<file path="src/rtl/mips_pkg.sv">
// Shared types and constants for the MIPS multicycle core.
package mips_pkg;

   typedef enum logic [1:0] {
      FETCH  = 2'b00,
      EXEC1  = 2'b01,
      EXEC2  = 2'b10,
      HALTED = 2'b11
   } state_t;

   // Jump target that the decoder treats as a halt request.
   localparam logic [31:0] HALT_ADDR = 32'h0000_0000;

endpackage

</file>
<file path="src/rtl/mips_state_controller.sv">
// Multicycle sequencer for the MIPS core: owns the CPU state, the memory
// request strobes, the datapath write enables and the retired-instruction count.
//
// state  | meaning
// FETCH  | instruction read; IR captured on the edge that leaves it
// EXEC1  | execute / optional data access; PC updated on exit
// EXEC2  | load writeback or second cycle of multicycle op
// HALTED | stopped until reset
module mips_state_controller
   import mips_pkg::*;
#(
   parameter int CNT_WIDTH = 32
) (
   input  logic                 clk,
   input  logic                 reset_n,
   input  logic                 waitrequest,
   input  logic                 needs_exec2,
   input  logic                 data_access,
   input  logic                 data_write,
   input  logic                 halt_req,
   output logic [1:0]           state,
   output logic                 ir_load,
   output logic                 mem_read,
   output logic                 mem_write,
   output logic                 pc_write_en,
   output logic                 reg_write_en,
   output logic                 active,
   output logic [CNT_WIDTH-1:0] instr_count
);

   localparam logic [CNT_WIDTH-1:0] CNT_ONE = {{(CNT_WIDTH-1){1'b0}}, 1'b1};

   state_t                 state_q, state_d;
   logic                   halt_pending_q, halt_pending_d;
   logic [CNT_WIDTH-1:0]   instr_count_q;
   logic                   retire;

   always_comb begin
      state_d        = state_q;
      halt_pending_d = halt_pending_q;
      retire         = 1'b0;
      ir_load        = 1'b0;
      mem_read       = 1'b0;
      mem_write      = 1'b0;
      pc_write_en    = 1'b0;
      reg_write_en   = 1'b0;

      case (state_q)
         FETCH: begin
            mem_read = 1'b1;
            if (!waitrequest) begin
               ir_load = 1'b1;
               state_d = EXEC1;
            end
         end
         EXEC1: begin
            mem_read  = data_access & ~data_write;
            mem_write = data_access & data_write;
            // waitrequest only stalls EXEC1 when a data access is in flight
            if (!(data_access && waitrequest)) begin
               pc_write_en    = 1'b1;
               reg_write_en   = ~needs_exec2;
               retire         = ~needs_exec2;
               halt_pending_d = halt_req;
               if (needs_exec2)
                  state_d = EXEC2;
               else if (halt_req)
                  state_d = HALTED;
               else
                  state_d = FETCH;
            end
         end
         EXEC2: begin
            reg_write_en   = 1'b1;
            retire         = 1'b1;
            halt_pending_d = 1'b0;
            state_d        = halt_pending_q ? HALTED : FETCH;
         end
         default: begin
            state_d = HALTED;
         end
      endcase

      // An access in progress when reset arrives is abandoned silently.
      if (!reset_n) begin
         ir_load      = 1'b0;
         mem_read     = 1'b0;
         mem_write    = 1'b0;
         pc_write_en  = 1'b0;
         reg_write_en = 1'b0;
      end
   end

   always_ff @(posedge clk) begin
      if (!reset_n) begin
         state_q        <= FETCH;
         halt_pending_q <= 1'b0;
         instr_count_q  <= '0;
      end else begin
         state_q        <= state_d;
         halt_pending_q <= halt_pending_d;
         if (retire)
            instr_count_q <= instr_count_q + CNT_ONE;
      end
   end

   assign state       = state_q;
   assign active      = (state_q != HALTED);
   assign instr_count = instr_count_q;

endmodule

</file>
<file path="config.mk">
export PLATFORM = sky130hd
export DESIGN_NAME = mips_state_controller
export DESIGN_NICKNAME = d
export VERILOG_FILES = /design/src/rtl/mips_pkg.sv /design/src/rtl/mips_state_controller.sv
export SDC_FILE = /design/constraint.sdc
export NUM_CORES = 1
export LEC_CHECK = 0
export BUFFER_PORTS_ARGS = -buffer_cell sky130_fd_sc_hd__buf_2
export CAP_MARGIN = 40
export CORE_MARGIN = 3
export CORE_UTILIZATION = 40
export DETAILED_ROUTE_END_ITERATION = 8
export HOLD_SLACK_MARGIN = 0.1
export SYNTH_ARGS = -nofsm -noshare
export SYNTH_HDL_FRONTEND = slang
export SYNTH_SLANG_ARGS = --single-unit
</file>
<file path="constraint.sdc">
create_clock -name clk -period 5.7 [get_ports clk]
set_input_delay 1.14 -clock clk [delete_from_list [all_inputs] [get_ports clk]]
set_output_delay 1.14 -clock clk [all_outputs]
set_load 0.01 [all_outputs]
</file>
## Yosys cells after proc, flatten, opt, wreduce, memory -nomap -nowiden

Cells that the tools add are included.

- Flip-flop bits (word level): 35
- Bits in latches: 0
- Bits in writable memories: 0
- Memory bits (read-only): 0
- Bits of input ports: 7
- Output and inout port bits: 40
- Logic and storage cells: 39
- Memories kept: 0

- Add/sub/neg operators: 1
- Multipliers: 0
- Divide/modulo/power cells: 0
- $lt $le $gt $ge: 0
- Equal/unequal tests: 5
- Shifts and indexed selects: 0
- Multiplexer cells: 21
- Bitwise logic cells: 4
- Reductions and logical operators: 5

Operators with widths:

| kind | number |
|---|---|
| $add A32 B1 Y32 const B | 1 |
| $mux W1 | 12 |
| $mux W2 | 5 |
| $ne A2 B2 Y1 const B | 3 |
| $pmux W1 S2 | 3 |
| $pmux W2 S3 | 1 |
| $reduce_and A2 Y1 | 2 |
| $and A1 B1 Y1 | 2 |
| $eq A2 B1 Y1 const B | 1 |
| $eq A2 B2 Y1 const B | 1 |
| $logic_not A2 Y1 | 1 |
| $not A1 Y1 | 2 |
| $reduce_bool A2 Y1 | 1 |
| $logic_and A1 B1 Y1 | 1 |

## Longest topological paths before layout

Gate-level depths: netlist of the first run.

- Depth after elaboration: 4
- Depth in mapped cells: 8
- Gate-level depth less buffers: 7

## Least setup slack after synthesis of the first run

No wires, ideal clock.

- Kind: input port to output port
- From: input port needs_exec2
- To: output port reg_write_en
- Arrival: 1.778 ns
- Path slack: 2.782 ns
- Cell stages on the path: 3
- Buffers on the path: 0
- Cell sequence: and2b_1 -> a21o_1 -> and3_1

- Word-level cells in the longest chain between the ends: 4

Ends and longest elaborated chain:

| element | line | text |
|---|---|---|
| from (decl) | mips_state_controller.sv:17 | `input logic needs_exec2,` |
| $not A1 Y1 | mips_state_controller.sv:62 | `reg_write_en = ~needs_exec2;` |
| $mux W1 | mips_state_controller.sv:60 | `if (!(data_access && waitrequest)) begin` |
| $pmux W1 S2 | mips_state_controller.sv:48 | `case (state_q)` |
| $mux W1 | mips_state_controller.sv:85 | `if (!reset_n) begin` |
| to (decl) | mips_state_controller.sv:26 | `output logic reg_write_en,` |

Every way passes these cells.

## Worst setup path in the final report of the first run

- From: input port reset_n
- To: output port mem_write

- Word-level cells in the longest chain between the ends: 1

Ends and longest elaborated chain:

| element | line | text |
|---|---|---|
| from (decl) | mips_state_controller.sv:15 | `input logic reset_n,` |
| $mux W1 | mips_state_controller.sv:85 |  |
| to (decl) | mips_state_controller.sv:24 | `output logic mem_write,` |

Every way passes these cells.

==> flow_summary.ini, run 1 <==
[logic_synthesis]
syn_inst = 206
ys.flop_type = dfxtp_1
yosys.area_share.simple = 0.4041
synth_compound_area_frac = 0.04736
synth_most_common_cell = dfxtp_1
synth_mux_area_frac = 0.01968
synth_edf_count = 0
yosys.area.top_type = dfxtp_1
synthArstFlopShare = 0
syn-cell-area_um2 = 2034
synth_commonest_cells = 35 x dfxtp_1, 25 x and2_1, 18 x xor2_1
syn_avg_cell_area_um2 = 9.876
synth_top_area_share = 0.3444
ys_ff_latch = 35
yosys_warnings = 0
synth.area.top_cells = dfxtp_1 34%, xor2_1 7.7%, and2_1 7.7%
synth_top_family_by_area = simple AND/OR/NAND/NOR gates
synth_fa_ha_area_frac = 0.03690
synth_nets = 219
yosysUniqueCellTypes = 46
synth_xor_area_frac = 0.1076
ys_seq_area_frac = 0.3444

[clock_tree]
numCtsBuffers = 5
clk_latency_ns = 0.28
root_buffer = clkbuf_8
postCtsSetupBuffers = 0
cts.clk_slew.worst_paths_ns = 0.07
cts_tree = done
h-tree-depth = 2
cts_resized = 0
clock-sinks = 35
cts_buffer_depth = 2
hold_buffers = 0

[layout]
finalNonFillerCells = 317
num_antenna_cells = 0
fin_nets = 262
syn_to_final_growth_pct = 18.88
drive_above_1_share = 0.3160

[placement]
place_congestion = 0.7434
place_inst = 309
hpwl_um = 2755
portBuffers = 46

[setup_path]
worstPathCellList = buf_2, and3_1, buf_2
cp_common_cell = buf_2
max_stage_delay_ns = 0.50
crit_arrival_ns = 2.03
crit_type = input pin to output pin
cp.depth = 3
cp.required_ns = 4.56
reg2reg_depth = 6
crit_buf_inv = 2
slowest_stage = buf_2
worstPathMaxFanout = 45
cp-end-kind = output pin
start_kind = input pin
cp_top_family = buffers and inverters

[sta]
period_share = 0.5559
fin_hold_ws_ns = 0.4704
skew_ns = 0.006128
tns_ns = 0
slew_violations = 0
clock.fmax_mhz = 315.6
finalHoldViolations = 0
max_slew_margin = 0.5767
final-setup-viol-count = 0
worst_pin_slew_ns = 0.6350
rsz0062_at_grt = no
final.min_clock_period_ns = 3.169

[outcome]
outcome = completed

[grt]
grt_pass1_vias = 1512
grt_start_max_net_pins = 46
overflow = 0
grt_pass1_wl_um = 7031
grtUsageTotal = 0.1422
antenna_found_initial = 0

[detailed_routing]
vias = 1581
wl_um = 3946
wl_met1_um = 1939
wl_met2_um = 1746
drtAntennaViolNets = 0
via_per_inst = 4.987
drt-initial-drc-count = 54
firstDrtPassIters = 4
drc = 0
wl_met3_um = 219
dr.max_layer_used = met4
routedWlPerCell_um = 12.45

[die]
start_util = 0.4223
fp.dieArea_um2 = 5978
die_x_um = 77.32
num_io_pins = 47
core-area_um2 = 4817
die_h_um = 77.32
rows = 25

[hold_path]
min_path_type = flop to flop
min_path_cells = 2

[flow_run]
max_cap_violations = 0

[pwr]
p_per_area_nw_per_um2 = 274.7
ir_worst_vdd_mv = 0.1808
leakage_nw = 1.161
==> power by group <==
part | switching [mW] | internal (mW)
sequential | 0.0105 | 0.253
clock | 0.0915 | 0.175
combinational | 0.0893 | 0.0454
total | 0.191 | 0.473
==> kinds of logic (layout without fill, tap and decap cells) <==
logic type                 after synthesis  count (layout)
buffers and inverters                   14              58
and+or+nand+nor                        108             108
muxes                                    4               4
DFF                                     35              35
adders and majority gates                6               6
xor gates and xnor gates                25              25
AOI/OAI and AO/OA                       14              14
==> flip-flops by register name (all words and copies together) (netlist names) <==
register        cells
state               2
instr_count        32
halt_pending_q      1
==> path summary, 6_finish.rpt <==
path | startpoint | to | slack [ns]
hold / removal | instr_count[31] | instr_count[31] | 0.47
setup reg to reg | state[0] | instr_count[27] | 3.42
setup / recovery | reset_n | mem_write | 2.53
hold reg to reg | instr_count[31] | instr_count[31] | 0.47
==> area by class of cell <==
cell class | instances | area [um^2]
multi-input combinational | 157 | 1252
inverter | 3 | 11.26
sequential | 35 | 700.7
tap | 67 | 83.83
clock buffer | 6 | 72.57
clock inverter | 2 | 60.06
fill | 491 | 2399
timing repair buffer | 47 | 237.7
==> cell usage in the layout, fill, tap and decap left out, drive strengths merged <==
master	synthesis	final
a21boi	3	3
a21o	1	1
a21oi	3	3
and2	25	25
and2b	1	1
and3	5	5
and3b	1	1
and4	6	6
buf	7	47
bufinv	0	2
clkbuf	4	6
dfxtp	35	35
ha	6	6
inv	3	3
mux2i	4	4
nand2	17	17
nand2b	4	4
nand3	12	12
nand3b	1	1
nand4	9	9
nand4b	1	1
nor2	1	1
nor2b	3	3
nor3	6	6
nor3b	2	2
nor4	8	8
nor4b	5	5
o211a	2	2
o21a	1	1
o21ai	4	4
or3	1	1
xnor2	7	7
xor2	18	18
==> metal layers <==
layer | GRT usage | up-vias
met5 | 0 | -
met4 | 0.03737 | 0
met3 | 0.04225 | 4
met2 | 0.2288 | 36
met1 | 0.1848 | 734
li1 | - | 807
==> worst min-delay path, stage by stage, from the launching register on <==
cell     delay [ns]
dfxtp_1        0.33
nand2_1        0.06
o21ai_1        0.05
==> stage by stage <==
stage	setup WS [ns]	util	area, um^2	total power [mW]
global route	2.427	0.5021	2419	0.7023
global placement	2.523	0.4745	2286	0.4038
floorplan	2.782	-	2034	0.3745
detailed placement	2.504	0.4745	2286	0.4042
CTS	2.498	0.5021	2419	0.6727
finish	2.531	0.5021	2419	0.6645
Note: power is estimated with default switching activity, not from simulation.
==> inputs of run 2 (changes only) <==
Settings changed: ABC_AREA set to 1.
Clock period 5.7 ns to 3.28 ns, I/O delays scaled along.
==> run 2 against run 1 <==
  * Sequential power rose by 80%
  * Sequential share of layout area fell by 1.5 points
  * Power rose by 64%
  * Critical endpoint is now reg_write_en
  * Largest cell class unchanged
==> flow_summary.ini, run 2 <==
[outcome]
outcome = completed

[layout]
final_common_cell = nand2_1
num_antenna_cells = 0
fin_nets = 404
drive_above_1_share = 0.1862
layout_common_cells = 92 x nand2_1, 56 x nor2_1, 54 x inv_1
largest_reg_flops = 32
syn_to_final_growth_pct = 17.28

[pwr]
p_per_area_nw_per_um2 = 427.9
seq_power_share = 0.434
leakage_nw = 1.162
ir_worst_vdd_mv = 0.3276
switching_share = 0.3285
pwr-share-clk = 0.315
p_int_uw = 731.9
power_mw = 1.090
switching_power_uw = 358.1
combPwrFrac = 0.252

[grt]
grt_pass1_wl_um = 8997
antenna_found_initial = 0
grt_pass1_vias = 2030
grtUsageTotal = 0.1767
overflow = 0
grt_start_max_net_pins = 28

[detailed_routing]
drtAntennaViolNets = 0
via_per_inst = 4.626
vias = 2137
drt-initial-drc-count = 86
firstDrtPassIters = 4
wl_um = 5100
routedWlPerCell_um = 11.04
drc = 0

[clock_tree]
cts_tree = done
root_buffer = clkbuf_8
cts.clk_slew.worst_paths_ns = 0.07
numCtsBuffers = 5
cts_buffer_depth = 2
cts_resized = 0
h-tree-depth = 2
clk_latency_ns = 0.28
clock-sinks = 35
postCtsSetupBuffers = 0
hold_buffers = 0

[logic_synthesis]
syn_avg_cell_area_um2 = 6.296
synth_mux_area_frac = 0
yosysUniqueCellTypes = 28
synth_edf_count = 0
syn_inst = 345
synth_xor_area_frac = 0.02016
yosys.area_share.simple = 0.4343
synth_most_common_cell = nand2_1
synth_top_family_by_area = simple AND/OR/NAND/NOR gates
synth_top_area_share = 0.3226
synth.area.top_cells = dfxtp_1 32%, nand2_1 16%, nor2_1 9.7%
synth_fa_ha_area_frac = 0.03456
ys.flop_type = dfxtp_1
synth_nets = 358
yosys_warnings = 0
syn-cell-area_um2 = 2172
synth_commonest_cells = 92 x nand2_1, 56 x nor2_1, 54 x inv_1
ys_ff_latch = 35
synth_compound_area_frac = 0.06855
yosys.area.top_type = dfxtp_1
synthArstFlopShare = 0
ys_seq_area_frac = 0.3226

[setup_path]
rr_endpoint = instr_count[22]
worstPathMaxFanout = 14
reg2reg_depth = 8
reg2reg_slack_ns = 1.15
crit_arrival_ns = 1.69
crit-reg2reg-launch = state[1]
start_kind = flop
cp.required_ns = 2.62
cp-end-kind = output pin
crit_type = flop to output pin

[placement]
place_congestion = 0.8488
portBuffers = 46
hpwl_um = 3901

[hold_path]
worstHoldStart = instr_count[18]
min_to = instr_count[18]
min_path_cells = 2
min_path_type = flop to flop

[die]
core-area_um2 = 5172
die_h_um = 79.69
start_util = 0.4199
fp.dieArea_um2 = 6351
num_io_pins = 47
die_x_um = 79.69
rows = 26

[sta]
worst_pin_slew_ns = 0.6085
final-setup-viol-count = 0
skew_ns = 0.006990
period_share = 0.7150
rsz0062_at_grt = no
slew_violations = 0
clock.fmax_mhz = 426.4
max_slew_margin = 0.5943
finalHoldViolations = 0
tns_ns = 0
final.min_clock_period_ns = 2.345

[flow_run]
max_cap_violations = 0
-- run 2: logic make-up after synthesis --
| kind of cell | Yosys count |
|---|---|
| and+or+nand+nor | 210 |
| buffers and inverters | 63 |
| DFF | 35 |
| AOI/OAI and AO/OA | 26 |
| adders and majority gates | 6 |
| xor gates and xnor gates | 5 |
-- run 2: critical path: stages, from the launching register on --
cell and delay [ns]:
dfxtp_1 0.41, inv_1 0.09, ha_1 0.25, nand3_1 0.14, nand2_1 0.07, nand2_2 0.23
nor2_1 0.06, buf_2 0.15
-- run 2: how the worst max path moves through the flow --
stage | start | end | slack [ns] | cells past startpoint
6_report | state[1] | reg_write_en | 0.93 | 7
5_1_grt | state[1] | reg_write_en | 0.76 | 7
4_1_cts | state[1] | reg_write_en | 0.91 | 7
3_5_place_dp | waitrequest | instr_count[22] | 1.05 | 8
3_3_place_gp | waitrequest | instr_count[22] | 1.08 | 8
2_1_floorplan | reset_n | ir_load | 1.17 | 4
-- run 2: layout make-up --
cell class	count	area, um^2
inverter	54	202.7
timing repair buffer	48	245.2
multi-input combinational	247	1211
fill	566	2625
tap	70	87.58
clock buffer	8	100.1
sequential	35	700.7
-- run 2: layer usage --
layer  up-vias  global-route usage  share of wire
li1       1165                   -              -
met1       933              0.2259           0.49
met2        37              0.2997           0.46
met3         2             0.03725          0.038
met4         0             0.04639         0.0049
met5         -                   0              0
-- run 2: through the flow --
stage	worst slack, ns	utilization	instance area, um^2	instances	hold slack (ns)
2_1_floorplan	1.173	-	2172	345	0.4852
3_3_place_gp	1.085	0.4731	2447	454	0.4958
3_5_place_dp	1.047	0.4731	2447	454	0.4960
4_1_cts	0.9087	0.4925	2547	462	0.5060
5_1_grt	0.7586	0.4925	2547	462	0.5413
6_report	0.9347	0.4925	2547	462	0.5047
-- run 2: power groups by stage --
stage / Clock (mW) / Combinational (mW) / Sequential [mW]
after floorplan: 0 / 0.204 / 0.488
after global placement: 0 / 0.270 / 0.483
after detailed placement: 0 / 0.278 / 0.483
after CTS: 0.357 / 0.278 / 0.473
after global routing: 0.379 / 0.311 / 0.478
final: 0.343 / 0.274 / 0.473
